## src/rtl/tx_pkg.sv

```systemverilog
// Shared types and defaults for the transmit bit-timing path.
package tx_pkg;

    // Two-state controller: waiting for a frame request, or pacing a frame.
    typedef enum logic {
        IDLE   = 1'b0,
        ACTIVE = 1'b1
    } tx_timer_state_t;

    // Default frame shape: start bit + 8 data bits + stop bit, 10 clocks each.
    localparam int TX_BIT_PERIOD = 10;
    localparam int TX_NUM_BITS   = 10;

endpackage

```

## src/rtl/flex_counter.sv

```systemverilog
// Generic wrapping counter: counts 1..rollover_val while enabled and wraps
// back to 1. rollover_flag is high in every cycle the count sits at
// rollover_val. A clear issued together with count_enable restarts the
// sequence at 1, so a new period can begin on the same edge as the clear.
module flex_counter #(
    parameter int NUM_CNT_BITS = 4
) (
    input  logic                    clk,
    input  logic                    n_rst,
    input  logic                    clear,
    input  logic                    count_enable,
    input  logic [NUM_CNT_BITS-1:0] rollover_val,
    output logic                    rollover_flag
);

    localparam logic [NUM_CNT_BITS-1:0] ONE = NUM_CNT_BITS'(1);

    logic [NUM_CNT_BITS-1:0] count_q;
    logic [NUM_CNT_BITS-1:0] count_d;

    // Count register.
    always_ff @(posedge clk or negedge n_rst) begin
        if (!n_rst) begin
            count_q <= '0;
        end else begin
            count_q <= count_d;
        end
    end

    // Next count: clear has priority, otherwise advance and wrap to 1.
    always_comb begin
        count_d = count_q;
        if (clear) begin
            count_d = count_enable ? ONE : '0;
        end else if (count_enable) begin
            count_d = (count_q == rollover_val) ? ONE : count_q + ONE;
        end
    end

    assign rollover_flag = (count_q == rollover_val);

endmodule

```

## src/rtl/tx_bit_timer.sv

```systemverilog
// Transmit bit-timing controller. On an accepted start it pulses load_strobe,
// then pulses shift_strobe at every internal bit boundary, then pulses done
// after the last bit. Frame geometry is captured at start and held for the
// whole frame; abort cancels the frame silently.
module tx_bit_timer
    import tx_pkg::*;
#(
    parameter int CNT_BITS = 4,
    parameter int IDX_BITS = 4
) (
    input  logic                clk,
    input  logic                n_rst,
    input  logic                start,
    input  logic                abort,
    input  logic [CNT_BITS-1:0] bit_period,
    input  logic [IDX_BITS-1:0] num_bits,
    output logic                busy,
    output logic                load_strobe,
    output logic                shift_strobe,
    output logic [IDX_BITS-1:0] bit_index,
    output logic                done
);

    localparam logic [CNT_BITS-1:0] CNT_ONE = CNT_BITS'(1);
    localparam logic [IDX_BITS-1:0] IDX_ONE = IDX_BITS'(1);

    tx_timer_state_t     state_q, state_d;
    logic [CNT_BITS-1:0] period_q, period_d;
    logic [IDX_BITS-1:0] nbits_q, nbits_d;
    logic [IDX_BITS-1:0] idx_q, idx_d;
    logic                busy_q, busy_d;
    logic                load_q, load_d;
    logic                shift_q, shift_d;
    logic                done_q, done_d;

    logic start_acc;
    logic abort_act;
    logic cnt_clear;
    logic cnt_en;
    logic end_of_bit;

    // Abort beats start in IDLE; in ACTIVE, start is simply not looked at.
    assign start_acc = (state_q == IDLE) && start && !abort;
    assign abort_act = (state_q == ACTIVE) && abort;

    // The clock counter restarts on every frame start and on abort, and
    // runs whenever the next cycle is part of a frame, so the first cycle
    // of bit 0 already reads count 1.
    assign cnt_clear = start_acc || abort_act;
    assign cnt_en    = (state_d == ACTIVE);

    flex_counter #(
        .NUM_CNT_BITS(CNT_BITS)
    ) u_bit_clk_cnt (
        .clk          (clk),
        .n_rst        (n_rst),
        .clear        (cnt_clear),
        .count_enable (cnt_en),
        .rollover_val (period_q),
        .rollover_flag(end_of_bit)
    );

    // State, latched frame geometry, bit index and registered outputs.
    always_ff @(posedge clk or negedge n_rst) begin
        if (!n_rst) begin
            state_q  <= IDLE;
            period_q <= '0;
            nbits_q  <= '0;
            idx_q    <= '0;
            busy_q   <= 1'b0;
            load_q   <= 1'b0;
            shift_q  <= 1'b0;
            done_q   <= 1'b0;
        end else begin
            state_q  <= state_d;
            period_q <= period_d;
            nbits_q  <= nbits_d;
            idx_q    <= idx_d;
            busy_q   <= busy_d;
            load_q   <= load_d;
            shift_q  <= shift_d;
            done_q   <= done_d;
        end
    end

    // Next-state and next-output logic; strobes default low every cycle.
    always_comb begin
        state_d  = state_q;
        period_d = period_q;
        nbits_d  = nbits_q;
        idx_d    = idx_q;
        load_d   = 1'b0;
        shift_d  = 1'b0;
        done_d   = 1'b0;
        unique case (state_q)
            IDLE: begin
                if (start_acc) begin
                    state_d  = ACTIVE;
                    // A zero period or bit count would never end a frame;
                    // treat it as one.
                    period_d = (bit_period == '0) ? CNT_ONE : bit_period;
                    nbits_d  = (num_bits == '0) ? IDX_ONE : num_bits;
                    idx_d    = '0;
                    load_d   = 1'b1;
                end
            end
            ACTIVE: begin
                if (abort) begin
                    state_d = IDLE;
                    idx_d   = '0;
                end else if (end_of_bit) begin
                    if (idx_q == nbits_q - IDX_ONE) begin
                        // Last bit: no shift, the index keeps its final value.
                        state_d = IDLE;
                        done_d  = 1'b1;
                    end else begin
                        idx_d   = idx_q + IDX_ONE;
                        shift_d = 1'b1;
                    end
                end
            end
            default: begin
                state_d = IDLE;
            end
        endcase
        busy_d = (state_d == ACTIVE);
    end

    assign busy         = busy_q;
    assign load_strobe  = load_q;
    assign shift_strobe = shift_q;
    assign bit_index    = idx_q;
    assign done         = done_q;

endmodule

```

## config.mk

```make
export PLATFORM = sky130hd
export DESIGN_NAME = tx_bit_timer
export DESIGN_NICKNAME = d
export VERILOG_FILES = /design/src/rtl/tx_pkg.sv /design/src/rtl/flex_counter.sv /design/src/rtl/tx_bit_timer.sv
export SDC_FILE = /design/constraint.sdc
export NUM_CORES = 1
export LEC_CHECK = 0
export ABC_AREA = 1
export BUFFER_PORTS_ARGS = -buffer_cell sky130_fd_sc_hd__buf_2
export CORE_AREA = 2 2 54 56
export CTS_CLUSTER_DIAMETER = 120
export DETAILED_ROUTE_END_ITERATION = 8
export DIE_AREA = 0 0 56 58
export PLACE_DENSITY = 0.61
export SLEW_MARGIN = 0
export SYNTH_ARGS = -nofsm -noshare
export SYNTH_HDL_FRONTEND = slang
export SYNTH_SLANG_ARGS = --single-unit
```

## constraint.sdc

```tcl
create_clock -name clk -period 1.84 [get_ports clk]
set_input_delay 0.184 -clock clk [delete_from_list [all_inputs] [get_ports clk]]
set_output_delay 0.184 -clock clk [all_outputs]
set_load 0.005 [all_outputs]
```

==> impl_summary.txt <==
----------------------------------------------------
[Timing]
  Setup Skew ... approximately 0.013 ns
  Fin. Hold Viols ... 0
  Final setup margin ... 0.236 ns
  Worst slew margin relative to its limit ... 0.691
  Highest Clock Rate ... a little over 0.6 GHz
  Setup violation total in the final timing report ... 0
  Clock period minus worst slack ... approximately 1.6 ns
  Sum Neg Setup Slack ... 0 ns
  Period utilisation layout ... 0.872
  Slew Limit Fails ... 0
  Unrepaired setup endpoints after global routing ... false
  Tightest Pin Transition ... about 0.46 ns

[Run status]
  Result of the run ... finished, final reports clean

[Pwr]
  Pleak ... between 0.0007 and 0.0008 uW
  Power per unit of standard cell area ... approximately 900 nW/um^2
  Total power ... about 1200 uW
  Worst IR Drop VDD ... between 0.5 and 0.6 mV

[Floorplanning]
  Effective utilization at floorplan ... 0.424
  Cell row count ... 19
  Placeable core region ... about 2700 um^2
  Y dimension of the die ... 58 um
  Die Wd ... approximately 56 um
  Die footprint ... roughly 3200 um^2
  I/O pin count ... 20

[Synth]
  Cells after synthesis ... between 100 and 150
  Synth Cell Area ... ~1100 um^2
  Portion of the post-synthesis area used by sequential elements ... 0.443
  Yosys warns ... 0
  Primary flip-flop cell chosen by synthesis mapping ... sky130_fd_sc_hd__dfrtp_1
  Leading post-synthesis cells by cell area ... sky130_fd_sc_hd__dfrtp_1 44%, sky130_fd_sc_hd__nand2_1 13%, sky130_fd_sc_hd__inv_1 8.0%
  Post-Synthesis Net Count ... 160
  Number of enable-type register cells in the synthesized netlist ... 0
  Synth cell types ... 19
  Post-synth top area cell ... sky130_fd_sc_hd__dfrtp_1
  Post-Syn Area per Cell ... 7.79 um^2
  Register bit count reported by yosys ... 20
  Yosys top cell area share ... 0.443
  Most common cell in the netlist ... sky130_fd_sc_hd__nand2_1
  Async S/R FF share, synth ... 1.00
  Cell types with the highest counts after synthesis ... 39 x sky130_fd_sc_hd__nand2_1, 24 x sky130_fd_sc_hd__inv_1, 20 x sky130_fd_sc_hd__dfrtp_1

[Critical path]
  Kind of start point of the critical path ... flip-flop
  Critical path data required time ... 2.03 ns
  Register-to-Register Setup Slack ... roughly 0.24 ns
  Kind of critical path ... flip-flop to flip-flop
  Critical Path AT ... around 1.8 ns
  Critical-path maximum fanout ... 4
  R2R depth ... 12
  Endpoint kind of the worst setup timing path ... flip-flop
  FF-to-FF Start ... nbits_q[0]
  Destination of the worst register-to-register timing path ... bit_index[2]

[Min path]
  Min-Delay Path Class ... input port to flip-flop
  Hold Crit Depth ... 3
  Worst Hold Endpoint ... period_q[1]
  Critical hold path startpoint ... bit_period[1]

[Clock network]
  Number of sinks on the clock net ... 20
  Clock latency at the later pin of the worst-skew pair ... ~0.31 ns
  Clock edge transition at the registers on the reported setup and hold paths ... about 0.12 ns
  Number of levels in the clock H-tree ... 1
  Cts bufs inserted ... 3
  CTS Root Buffer Type ... sky130_fd_sc_hd__clkbuf_4
  Postcts setup bufs ... 0
  Clock tree from TritonCTS ... yes
  Clk buf depth ... 2

[Drt]
  Number of iterations in the first detailed-routing pass ... 4
  Iteration-0 DRC Markers ... 16
  Antenna-violating nets left ... 0
  Avg WL per Cell ... ~11 um
  Number of vias in the routed layout ... approximately 950
  Total length of routed wires ... ~2.1 mm
  Average vias per placed instance ... between 4 and 5
  Remaining DRCs ... 0

[Place]
  Count of buffers inserted at the top-level ports ... 19
  Cell Area, Placed ... about 1300 um^2
  Instance count after placement with tap cells included ... between 150 and 200
  Final Wtd Congestion ... roughly 0.79
  Worst Setup Slack post-DPL ... ~0.22 ns
  Total half-perimeter wirelength after legalization and detailed placement ... approximately 1.7 mm

[GRT]
  First-pass GRT wire length ... around 3.9 mm
  Number of global-route vias before repair ... a little over 900
  GRT Resource Usage Total ... 0.152
  GRT overflow ... 0
  Pin count of the biggest net entering global routing ... 21
  Initial antenna violation count ... 0

[Final layout]
  Share of final-layout standard cells stronger than drive strength 1 ... 0.226
  Count of inserted antenna diode cells ... 0
  P&R area growth vs syn ... 15.7%
  Net count reported at finish ... 184
  Design area ... between 1000 and 1500 um^2
  Final Instance Count excl. Fillers ... between 150 and 200

[Flow run]
  Max Cap Violations ... 0

----------------------------------------------------
worst max-delay path by stage:
stage               startpoint                  endpoint  slack, ns  cells after the start
floorplan           nbits_q[0]  u_bit_clk_cnt.count_q[0]       0.34                     12
global placement    nbits_q[0]  u_bit_clk_cnt.count_q[0]       0.27                     12
detailed placement  nbits_q[0]  u_bit_clk_cnt.count_q[0]       0.22                     12
CTS                 nbits_q[0]  u_bit_clk_cnt.count_q[0]       0.22                     12
global route        nbits_q[0]              bit_index[2]     0.0004                     12
finish              nbits_q[0]              bit_index[2]       0.24                     12
area by class of cell:
| type | count | area, um^2 |
|---|---|---|
| fillers | 269 | 1360 |
| multi-input cells | 96 | 518 |
| flip-flops and latches | 20 | 500 |
| repair buffers | 21 | 113 |
| inverters | 27 | 101 |
| well taps | 31 | 38.8 |
| clock buffers | 4 | 36.3 |
layer usage:
| layer | GRT usage | vias to the layer above | part of all wire |
|---|---|---|---|
| met5 | 0 | - | 0 |
| met4 | 0.0612 | 0 | 0.013 |
| met3 | 0.0290 | 4 | 0.037 |
| met2 | 0.255 | 16 | 0.49 |
| met1 | 0.193 | 436 | 0.46 |
| li1 | - | 495 | - |
critical path, stage by stage (launching register included):
cell and delay [ns]:
sky130_fd_sc_hd__dfrtp_1 0.39, sky130_fd_sc_hd__inv_1 0.07, sky130_fd_sc_hd__ha_1 0.30, sky130_fd_sc_hd__nand2_1 0.07
sky130_fd_sc_hd__inv_1 0.04, sky130_fd_sc_hd__nor2_1 0.07, sky130_fd_sc_hd__nand2_1 0.09, sky130_fd_sc_hd__nor2_4 0.13
sky130_fd_sc_hd__nand2_2 0.07, sky130_fd_sc_hd__nand2_2 0.08, sky130_fd_sc_hd__nand2_2 0.07, sky130_fd_sc_hd__nand2_1 0.06
sky130_fd_sc_hd__o21ai_1 0.06
flip-flops by register name, indices dropped and copies added, names as in the netlist:
register,cells
busy,1
done,1
load_strobe,1
nbits_q,4
period_q,4
shift_strobe,1
u_bit_clk_cnt.count_q,4
bit_index,4
cell usage in the layout, fill, tap and decap left out, drive strengths merged:
cell type | netlist | final
nor2 | 9 | 9
dfrtp | 20 | 20
ha | 3 | 3
o21ai | 13 | 13
a31oi | 2 | 2
xor2 | 4 | 4
nor4 | 2 | 2
nand2 | 46 | 46
nor3 | 1 | 1
buf | 2 | 20
xnor2 | 3 | 3
nand3 | 13 | 13
clkbuf | 0 | 4
inv | 27 | 27
dlygate4sd3 | 0 | 1
power breakdown:
part | leakage (uW) | internal (uW) | total (uW) | switching, uW
Clock | 0.0000210 | 121 | 259 | 138
Combinational | 0.000468 | 136 | 342 | 206
Sequential | 0.000262 | 499 | 561 | 61.5
kinds of logic after synthesis:
family	after synthesis	share of synthesized area
adder cells (fa/ha/maj)	3	0.0332
buffers and inverters	29	0.0986
AO/OA/AOI/OAI	15	0.0687
AND/OR/NAND/NOR	71	0.302
flip-flops	20	0.443
XOR/XNOR	7	0.0543
timing repair:
item	4_1_cts	5_1_grt
endpoints found under the hold margin	20	0
hold buffers	1	0
resized for setup	0	0
through the flow:
step           utilization  hold slack, ns
3_3_place_gp         0.474           0.159
5_1_grt              0.491           0.129
6_report             0.491           0.121
4_1_cts              0.491           0.117
3_5_place_dp         0.474           0.170
2_1_floorplan            -          -0.112
Note: power is estimated with default switching activity, not from simulation.
